### src/rtl/mem_port_arbiter.sv
// Shares one memory port between the IFU (read-only) and the LSU (read/write): one strobe per transaction, then a programmable response latency.
// Define MEM_PORT_ARB_RR_EN for round-robin grant; otherwise the LSU wins whenever both requesters are valid.
//   state  | meaning
//   IDLE   | waiting for a request; ready goes to the grant winner
//   ACCESS | single memory strobe; read data is captured at the end of this cycle
//   WAIT   | counting down the extra access latency
//   RESP   | response presented to the owner until it is consumed
module mem_port_arbiter #(
    parameter int LATENCY = 1,
    parameter int LAT_W   = 4
) (
    input  logic        clk,
    input  logic        rst_n,
    input  logic        ifu_req_valid,
    output logic        ifu_req_ready,
    input  logic [63:0] ifu_addr,
    output logic        ifu_resp_valid,
    input  logic        ifu_resp_ready,
    output logic [63:0] ifu_rdata,
    input  logic        lsu_req_valid,
    output logic        lsu_req_ready,
    input  logic [63:0] lsu_addr,
    input  logic        lsu_wen,
    input  logic [63:0] lsu_wdata,
    input  logic [7:0]  lsu_wmask,
    output logic        lsu_resp_valid,
    input  logic        lsu_resp_ready,
    output logic [63:0] lsu_rdata,
    output logic [63:0] mem_raddr,
    output logic        mem_ren,
    input  logic [63:0] mem_rdata,
    output logic [63:0] mem_waddr,
    output logic [63:0] mem_wdata,
    output logic [7:0]  mem_wmask,
    output logic        mem_wen,
    output logic        busy
);

    typedef enum logic [1:0] {IDLE, ACCESS, WAIT, RESP} state_t;

    localparam logic [LAT_W-1:0] LAT_LOAD = (LATENCY > 0) ? LAT_W'(LATENCY - 1) : '0;

    state_t             state, state_nxt;
    logic [LAT_W-1:0]   cnt_q, cnt_nxt;
    logic               owner_lsu_q;
    logic [63:0]        addr_q;
    logic               wen_q;
    logic [63:0]        wdata_q;
    logic [7:0]         wmask_q;
    logic [63:0]        rdata_q;
    logic               grant_lsu;
    logic               handshake;

`ifdef MEM_PORT_ARB_RR_EN
    // last_grant_q: 1 = LSU won the previous handshake
    logic last_grant_q;

    always_comb begin
        if (ifu_req_valid && lsu_req_valid)
            grant_lsu = ~last_grant_q;
        else
            grant_lsu = lsu_req_valid;
    end

    always_ff @(posedge clk or negedge rst_n) begin
        if (!rst_n)
            last_grant_q <= 1'b0;
        else if (handshake)
            last_grant_q <= grant_lsu;
    end
`else
    assign grant_lsu = lsu_req_valid;
`endif

    assign handshake = (state == IDLE) && (ifu_req_valid || lsu_req_valid);

    always_ff @(posedge clk or negedge rst_n) begin
        if (!rst_n) begin
            state <= IDLE;
            cnt_q <= '0;
        end else begin
            state <= state_nxt;
            cnt_q <= cnt_nxt;
        end
    end

    always_comb begin
        state_nxt      = state;
        cnt_nxt        = cnt_q;
        ifu_req_ready  = 1'b0;
        lsu_req_ready  = 1'b0;
        ifu_resp_valid = 1'b0;
        lsu_resp_valid = 1'b0;
        ifu_rdata      = '0;
        lsu_rdata      = '0;
        mem_raddr      = '0;
        mem_ren        = 1'b0;
        mem_waddr      = '0;
        mem_wdata      = '0;
        mem_wmask      = '0;
        mem_wen        = 1'b0;
        busy           = (state != IDLE);
        case (state)
            IDLE: begin
                ifu_req_ready = ifu_req_valid && !grant_lsu;
                lsu_req_ready = lsu_req_valid && grant_lsu;
                if (handshake)
                    state_nxt = ACCESS;
            end
            ACCESS: begin
                if (wen_q) begin
                    mem_wen   = 1'b1;
                    mem_waddr = addr_q;
                    mem_wdata = wdata_q;
                    mem_wmask = wmask_q;
                end else begin
                    mem_ren   = 1'b1;
                    mem_raddr = addr_q;
                end
                if (LATENCY > 0) begin
                    state_nxt = WAIT;
                    cnt_nxt   = LAT_LOAD;
                end else begin
                    state_nxt = RESP;
                end
            end
            WAIT: begin
                if (cnt_q == '0)
                    state_nxt = RESP;
                else
                    cnt_nxt = cnt_q - 1'b1;
            end
            RESP: begin
                if (owner_lsu_q) begin
                    lsu_resp_valid = 1'b1;
                    lsu_rdata      = rdata_q;
                    if (lsu_resp_ready)
                        state_nxt = IDLE;
                end else begin
                    ifu_resp_valid = 1'b1;
                    ifu_rdata      = rdata_q;
                    if (ifu_resp_ready)
                        state_nxt = IDLE;
                end
            end
            default: state_nxt = IDLE;
        endcase
    end

    // Requests are captured at the handshake so requesters may change their inputs afterwards.
    always_ff @(posedge clk or negedge rst_n) begin
        if (!rst_n) begin
            owner_lsu_q <= 1'b0;
            addr_q      <= '0;
            wen_q       <= 1'b0;
            wdata_q     <= '0;
            wmask_q     <= '0;
            rdata_q     <= '0;
        end else begin
            if (handshake) begin
                owner_lsu_q <= grant_lsu;
                if (grant_lsu) begin
                    addr_q  <= lsu_addr;
                    wen_q   <= lsu_wen;
                    wdata_q <= lsu_wdata;
                    wmask_q <= lsu_wmask;
                end else begin
                    addr_q  <= ifu_addr;
                    wen_q   <= 1'b0;
                    wdata_q <= '0;
                    wmask_q <= '0;
                end
            end
            if (state == ACCESS)
                rdata_q <= wen_q ? '0 : mem_rdata;
        end
    end

endmodule

### config.mk
export PLATFORM = sky130hd
export DESIGN_NAME = mem_port_arbiter
export DESIGN_NICKNAME = d
export VERILOG_FILES = /design/src/rtl/mem_port_arbiter.sv
export SDC_FILE = /design/constraint.sdc
export NUM_CORES = 1
export LEC_CHECK = 0
export CAP_MARGIN = 20
export CORE_AREA = 4 4 236 238
export CTS_CLUSTER_DIAMETER = 200
export DETAILED_ROUTE_END_ITERATION = 7
export DIE_AREA = 0 0 240 242
export GPL_TIMING_DRIVEN = 1
export PLACE_DENSITY = 0.53
export SLEW_MARGIN = 25
export SYNTH_ARGS = -nofsm -noshare
export SYNTH_HDL_FRONTEND = slang
export SYNTH_SLANG_ARGS = --single-unit
### constraint.sdc
create_clock -name clk -period 1.77 [get_ports clk]
set_input_delay 0.2655 -clock clk [delete_from_list [all_inputs] [get_ports clk]]
set_output_delay 0.2655 -clock clk [all_outputs]
set_load 0.005 [all_outputs]
==> impl_metrics.toml, run 1 <==
[outcome]
status = "finished with violations"
failed_checks = "negative setup slack"

[logic_synthesis]
synthTopCellsByCount = "dfrtp_1, and3_1, nand2_1, o21ai_0, a22o_1"
yosys_warnings = 0
synthCells = 1151
ys_seq_elements = 208
synth_cell_types = 33
yosysSeqAreaShare_pct = 48.7
synthDominantCellAreaShare_pct = 48.7
synth-main-ff-cell = "dfrtp_1"
post-synth-top-count-cell = "dfrtp_1"
synth-edff-count = 0
synth_nets = 1427
synthTopCellsByArea = "dfrtp_1, and3_1, mux2i_1"
synthArstFlopShare_pct = 100
syn_avg_cell_area_um2 = 9.29
syn-cell-area_mm2 = 0.0107
yosys.area.top_type = "dfrtp_1"

[finish]
area_growth_pct = 92.9
fillers = 5330
multi_input_area_mm2 = 0.00550
register_area_mm2 = 0.00521
instances_no_fill = 2556
antennaDiodeCount = 0
nets = 2116
drive_above_1_share_pct = 34.2
final_util_pct = 38.5

[sta]
worst_slack_ns = -0.637
maxSlewHeadroom_pct = 65.7
drv_slew = 0
fin_worst_skew_ns = 0.0274
worst_pin_slew_ns = 0.515
post-route-min-period_ns = 2.41
finalHoldViolations = 0
tns_ns = -160.30
fmax_mhz = 415
rsz0062_at_grt = "yes"
period_share_pct = 136
finalSetupViolations = 377

[critical_path]
max_stage_delay_ns = 0.50
crit_path_end_kind = "output port"
crit_slowest_cell = "clkdlybuf4s50_1"
r2r-start = "state[0]$_DFFE_PN0P_"
worst-endpoint-arrival_ns = 2.14
cp.required_ns = 1.50
critPathKind = "reg2out"
worstSetupStartpoint = "state[1]$_DFFE_PN0P_"
worstSetupStartpointType = "register"
worstPathMaxFanout = 18
worstPathCellList = "buf_6 > ha_4 > inv_4 > buf_16 > nor2_1 > clkdlybuf4s50_1"

[detailed_routing]
drc = 0
dr.pass1.iters = 5
wl_per_cell_um = 22.0
routed_wl_um = 56200
drt_iter0_markers = 513
drtAntennaViolNets = 0
drt-vias-per-instance = 4.47
vias = 11425

[die]
die_h_um = 242
die_w_um = 240
start_util_pct = 20.0
die_area_mm2 = 0.0581
fp-row-count = 85
coreArea_mm2 = 0.0536
ios = 606

[grt]
grt_max_degree = 70
grt_pass1_wl_um = 77600
grt_overflow = 0
grt_use_total_pct = 17.2
grt_antenna_before_repair = 1
grt_pass1_vias = 12014

[clock_network]
clk_pin_slew_ns = 0.06
clock_latency_ns = 0.56
cts-buffers-inserted = 26
clock_path_buffers = 3
ctsRootBufferMaster = "clkbuf_16"
cts_sinks = 208
h-tree-depth = 1
cts_tree = "done"

[pwr]
powerDensity_mw_per_mm2 = 1520
p_comb_share_pct = 55.6
p_clk_share_pct = 16.4
p_leak_nw = 10.7
p_sw_mw = 12.3
p_int_mw = 19.2
switching_share_pct = 39.0
peakVddDrop_v = 0.000641
sequentialPowerShare_pct = 28.0

[job]
cap_violations = 0

[placed_design]
dp_hpwl_um = 36400
post-place-ws_ns = -0.351
dp_cells = 2413
io_buffers = 605
globalplace.congestion = 0.827

[min_path]
hold_path_class = "in2async"
-- sequential cells by signal (all words and copies together) (netlist names) --
register	cells
wen_q	1
rdata_q	64
state	2
wdata_q	64
wmask_q	8
cnt_q	4
addr_q	64
owner_lsu_q	1
-- layout make-up --
class                      count  area share, %
inverter                      71           1.30
multi-input combinational    755           26.6
tap                          696           4.22
sequential                   208           25.3
clock buffer                  39           3.54
timing repair buffer         778           38.6
clock inverter                 9          0.412
-- stage by stage --
step	cell area [um^2]	hold WS (ns)	power [mW]
floorplan	10700	-0.0301	14.1
global placement	18000	0.250	21.0
detailed placement	18000	0.253	21.2
CTS	19600	0.218	29.2
global route	20600	0.253	33.5
finish	20600	0.270	31.5
-- power by group through the flow --
stage               clock [mW]  combinational (mW)  sequential, mW
floorplan                    0                6.15            7.92
CTS                       5.36                15.1            8.68
detailed placement           0                12.5            8.66
finish                    5.16                17.5            8.81
global route              5.57                18.9            9.07
global placement             0                12.3            8.68
-- worst paths after layout --
| check | slack (ns) | depth (start not counted) | end |
|---|---|---|---|
| max | -0.64 | 6 | ifu_resp_valid |
| min in group clk | 0.27 | 3 | rdata_q[59]$_DFFE_PN0P_ |
| max reg2reg | -0.38 | 10 | rdata_q[31]$_DFFE_PN0P_ |
| max in group asynchronous | 0.87 | 3 | wdata_q[38]$_DFFE_PN0P_ |
| min | 0.27 | 2 | rdata_q[46]$_DFFE_PN0P_ |
| min reg2reg | 0.49 | 1 | wdata_q[28]$_DFFE_PN0P_ |
-- layer usage --
metal	up-vias	routed length [um]	track usage [%]
met3	91	4030	4.17
met1	5519	21800	20.3
li1	5332	-	-
met4	2	1870	5.21
met5	-	19	0
met2	481	28500	30.7
-- cells in the final DEF (no fill, tap or decap), drive strengths merged, types with 2 or more instances in the layout --
| cell | n |
|---|---|
| dfrtp | 208 |
| mux2 | 2 |
| inv | 72 |
| o21ai | 132 |
| dlymetal6s2s | 42 |
| nand2b | 3 |
| o211ai | 4 |
| dlygate4sd2 | 41 |
| clkinv | 7 |
| mux2i | 64 |
| clkbuf | 161 |
| nor2 | 2 |
| clkdlybuf4s50 | 275 |
| ha | 5 |
| and2 | 67 |
| buf | 286 |
| a22o | 73 |
| clkdlybuf4s15 | 10 |
| and3 | 200 |
| nand2 | 130 |
| nor3 | 64 |
-- critical path: cells and delay by family (launching register included) --
kind / cells / cell delay, ns
adder cells (fa/ha/maj): 1 / 0.20
AND/OR/NAND/NOR: 1 / 0.09
buffers and inverters: 4 / 0.91
flip-flops: 1 / 0.38
-- kinds of logic (layout without fill, tap and decap cells) --
kind of cell | after synthesis | after routing | share of synthesized area, %
AND/OR/NAND/NOR | 471 | 471 | 23.8
AO/OA/AOI/OAI | 213 | 213 | 12.8
flip-flops | 208 | 208 | 48.7
buffers and inverters | 188 | 897 | 7.93
multiplexers | 66 | 66 | 6.20
adder cells (fa/ha/maj) | 5 | 5 | 0.585
-- repair_timing --
action | in CTS | in global routing
buffers inserted | 35 | 36
hold buffers | 1 | 0
pin swaps | 6 | 4
endpoints found under the hold margin | 41 | 0
gates resized for setup | 439 | 693
setup endpoints to repair | 351 | 493
cloned | 13 | 19
Note: power is estimated with default switching activity, not from simulation.
==> inputs of run 2 (changes only) <==
==> constraint.sdc (replaced) <==
create_clock -name clk -period 1.77 [get_ports clk]
set_input_delay 0.4425 -clock clk [delete_from_list [all_inputs] [get_ports clk]]
set_output_delay 0.4425 -clock clk [all_outputs]
set_load 0.005 [all_outputs]
==> run 2 against run 1 <==
Effect of this change:
- the run still ends with negative setup slack left
- via count up 0.73%
- total power up 3.0%
- clock skew down 0.0084 ns
- count of clock-buffer cells in the layout down 1
- maximum frequency down 8.8%
- highest routed layer is now met4
- first-iteration DRC count down 5.7%
- largest power group unchanged
- cell count up 1.1%
- sequential share of layout area down 0.50 points
- routed wire length down 2.0%
- design area up 2.0%
==> impl_metrics.toml, run 2 (same netlist as run 1, synthesis figures left out) <==
[finish]
largestRegisters = "addr_q x64, rdata_q x64, wdata_q x64"
final_cell_area_mm2 = 0.0211
fillers = 5274
final_common_cell = "clkdlybuf4s50_1"
final_cell_mix = "clkdlybuf4s50_1, dfrtp_1, nand2_1, buf_6, and3_1"
antennaDiodeCount = 0
drive_above_1_share_pct = 35.0
nets = 2144
area_growth_pct = 96.8

[outcome]
failed_checks = "negative setup slack"
status = "finished with violations"

[critical_path]
reg2reg_slack_ns = -0.34
max_stage_delay_ns = 0.44
path_buf_inv = 6
r2r-end = "rdata_q[31]$_DFFE_PN0P_"
worstPathMaxFanout = 13
reg2reg_depth = 10
crit_path_frequent_cell = "buf_6"
worstPathCellList = "buf_6 > ha_4 > buf_4 > buf_12 > clkbuf_16 > buf_6 > and3_1 > dlymetal6s2s_1"
r2r-start = "state[0]$_DFFE_PN0P_"
critPathKind = "reg2out"
worstSetupStartpointType = "register"
cp.required_ns = 1.33
crit_slowest_cell = "dfrtp_2"
crit_family = "buffers and inverters"
worst-endpoint-arrival_ns = 2.20
crit_path_end_kind = "output port"

[clock_network]
clk_pin_slew_ns = 0.06
clock_path_buffers = 3
clock_latency_ns = 0.55
h-tree-depth = 1
ctsRootBufferMaster = "clkbuf_16"
cts_sinks = 208
cts-buffers-inserted = 26
cts_tree = "done"

[detailed_routing]
drt-vias-per-instance = 4.45
drt_iter0_markers = 484
dr.pass1.iters = 5
routed_wl_um = 55000
drc = 0
drtAntennaViolNets = 0
vias = 11508
wl_per_cell_um = 21.3

[grt]
grt_pass1_vias = 12099
grt_antenna_before_repair = 0
grt_use_total_pct = 17.3
grt_pass1_wl_um = 77600
grt_overflow = 0
grt_max_degree = 74

[die]
coreArea_mm2 = 0.0536
ios = 606
start_util_pct = 20.0
die_area_mm2 = 0.0581
die_h_um = 242
die_w_um = 240
fp-row-count = 85

[sta]
worst_slack_ns = -0.870
finalSetupViolations = 389
fin_worst_skew_ns = 0.0190
post-route-min-period_ns = 2.64
finalHoldViolations = 0
rsz0062_at_grt = "yes"
drv_slew = 0
fmax_mhz = 379
worst_pin_slew_ns = 0.405
period_share_pct = 149
maxSlewHeadroom_pct = 72.2

[pwr]
powerDensity_mw_per_mm2 = 1540
finalPower_mw = 32.4
peakVddDrop_v = 0.000802
p_leak_nw = 10.9

[placed_design]
dp_hpwl_um = 36100
globalplace.congestion = 0.821
io_buffers = 605
placed_area_mm2 = 0.0179

[job]
cap_violations = 0

[min_path]
hold_path_class = "in2async"
run 2: metrics by stage:
stage          TNS [ns]  utilization, %  hold slack, ns  instances  worst slack (ns)
2_1_floorplan         0               -           0.147       1151           0.00696
3_3_place_gp    -140.50            33.5           0.386       2408            -0.550
3_5_place_dp    -143.78            33.5           0.380       2408            -0.550
4_1_cts         -266.57            37.4           0.384       2526            -0.962
5_1_grt         -256.33            39.3           0.398       2584            -0.931
6_report        -227.78            39.3           0.405       2584            -0.870
run 2: worst max path at each step:
| stage | from | end | slack (ns) | cells past startpoint |
|---|---|---|---|---|
| after detailed placement | wen_q$_DFFE_PN0P_ | mem_wdata[25] | -0.55 | 4 |
| after global routing | state[0]$_DFFE_PN0P_ | lsu_rdata[62] | -0.93 | 8 |
| after global placement | wen_q$_DFFE_PN0P_ | mem_wdata[25] | -0.55 | 4 |
| after floorplan | state[1]$_DFFE_PN0P_ | mem_raddr[10] | 0.007 | 6 |
| after CTS | state[0]$_DFFE_PN0P_ | lsu_rdata[7] | -0.96 | 5 |
| final | state[0]$_DFFE_PN0P_ | lsu_rdata[62] | -0.87 | 8 |
run 2: repair_timing:
action	in CTS	in global routing
hold endpoints to repair	29	0
gates resized for setup	775	460
endpoints found under the setup margin	409	493
pin swaps	15	23
hold buffers	1	0
setup buffers	50	53
gates cloned	20	10
run 2: final cells by class:
cell class                 instances  area [um^2]  area share, %
clock buffer                      38          766           3.64
multi-input combinational        755         5470           26.0
timing repair buffer             806         8360           39.7
clock inverter                    10         96.3          0.458
sequential                       208         5210           24.8
inverter                          71          277           1.31
tap                              696          871           4.14
run 2: power breakdown:
part           total [mW]  switching (mW)  internal, mW  leakage [nW]
Sequential           8.78            1.72          7.06          2.63
Clock                5.35            2.20          3.16         0.426
Combinational        18.3            8.40          9.86          7.88
run 2: per-layer routing:
layer	wire length [um]	vias to the layer above	global-route usage (%)
met2	27200	477	30.3
met5	0	-	0
met3	4030	94	4.20
met4	2260	0	6.47
li1	-	5395	-
met1	21500	5542	20.4
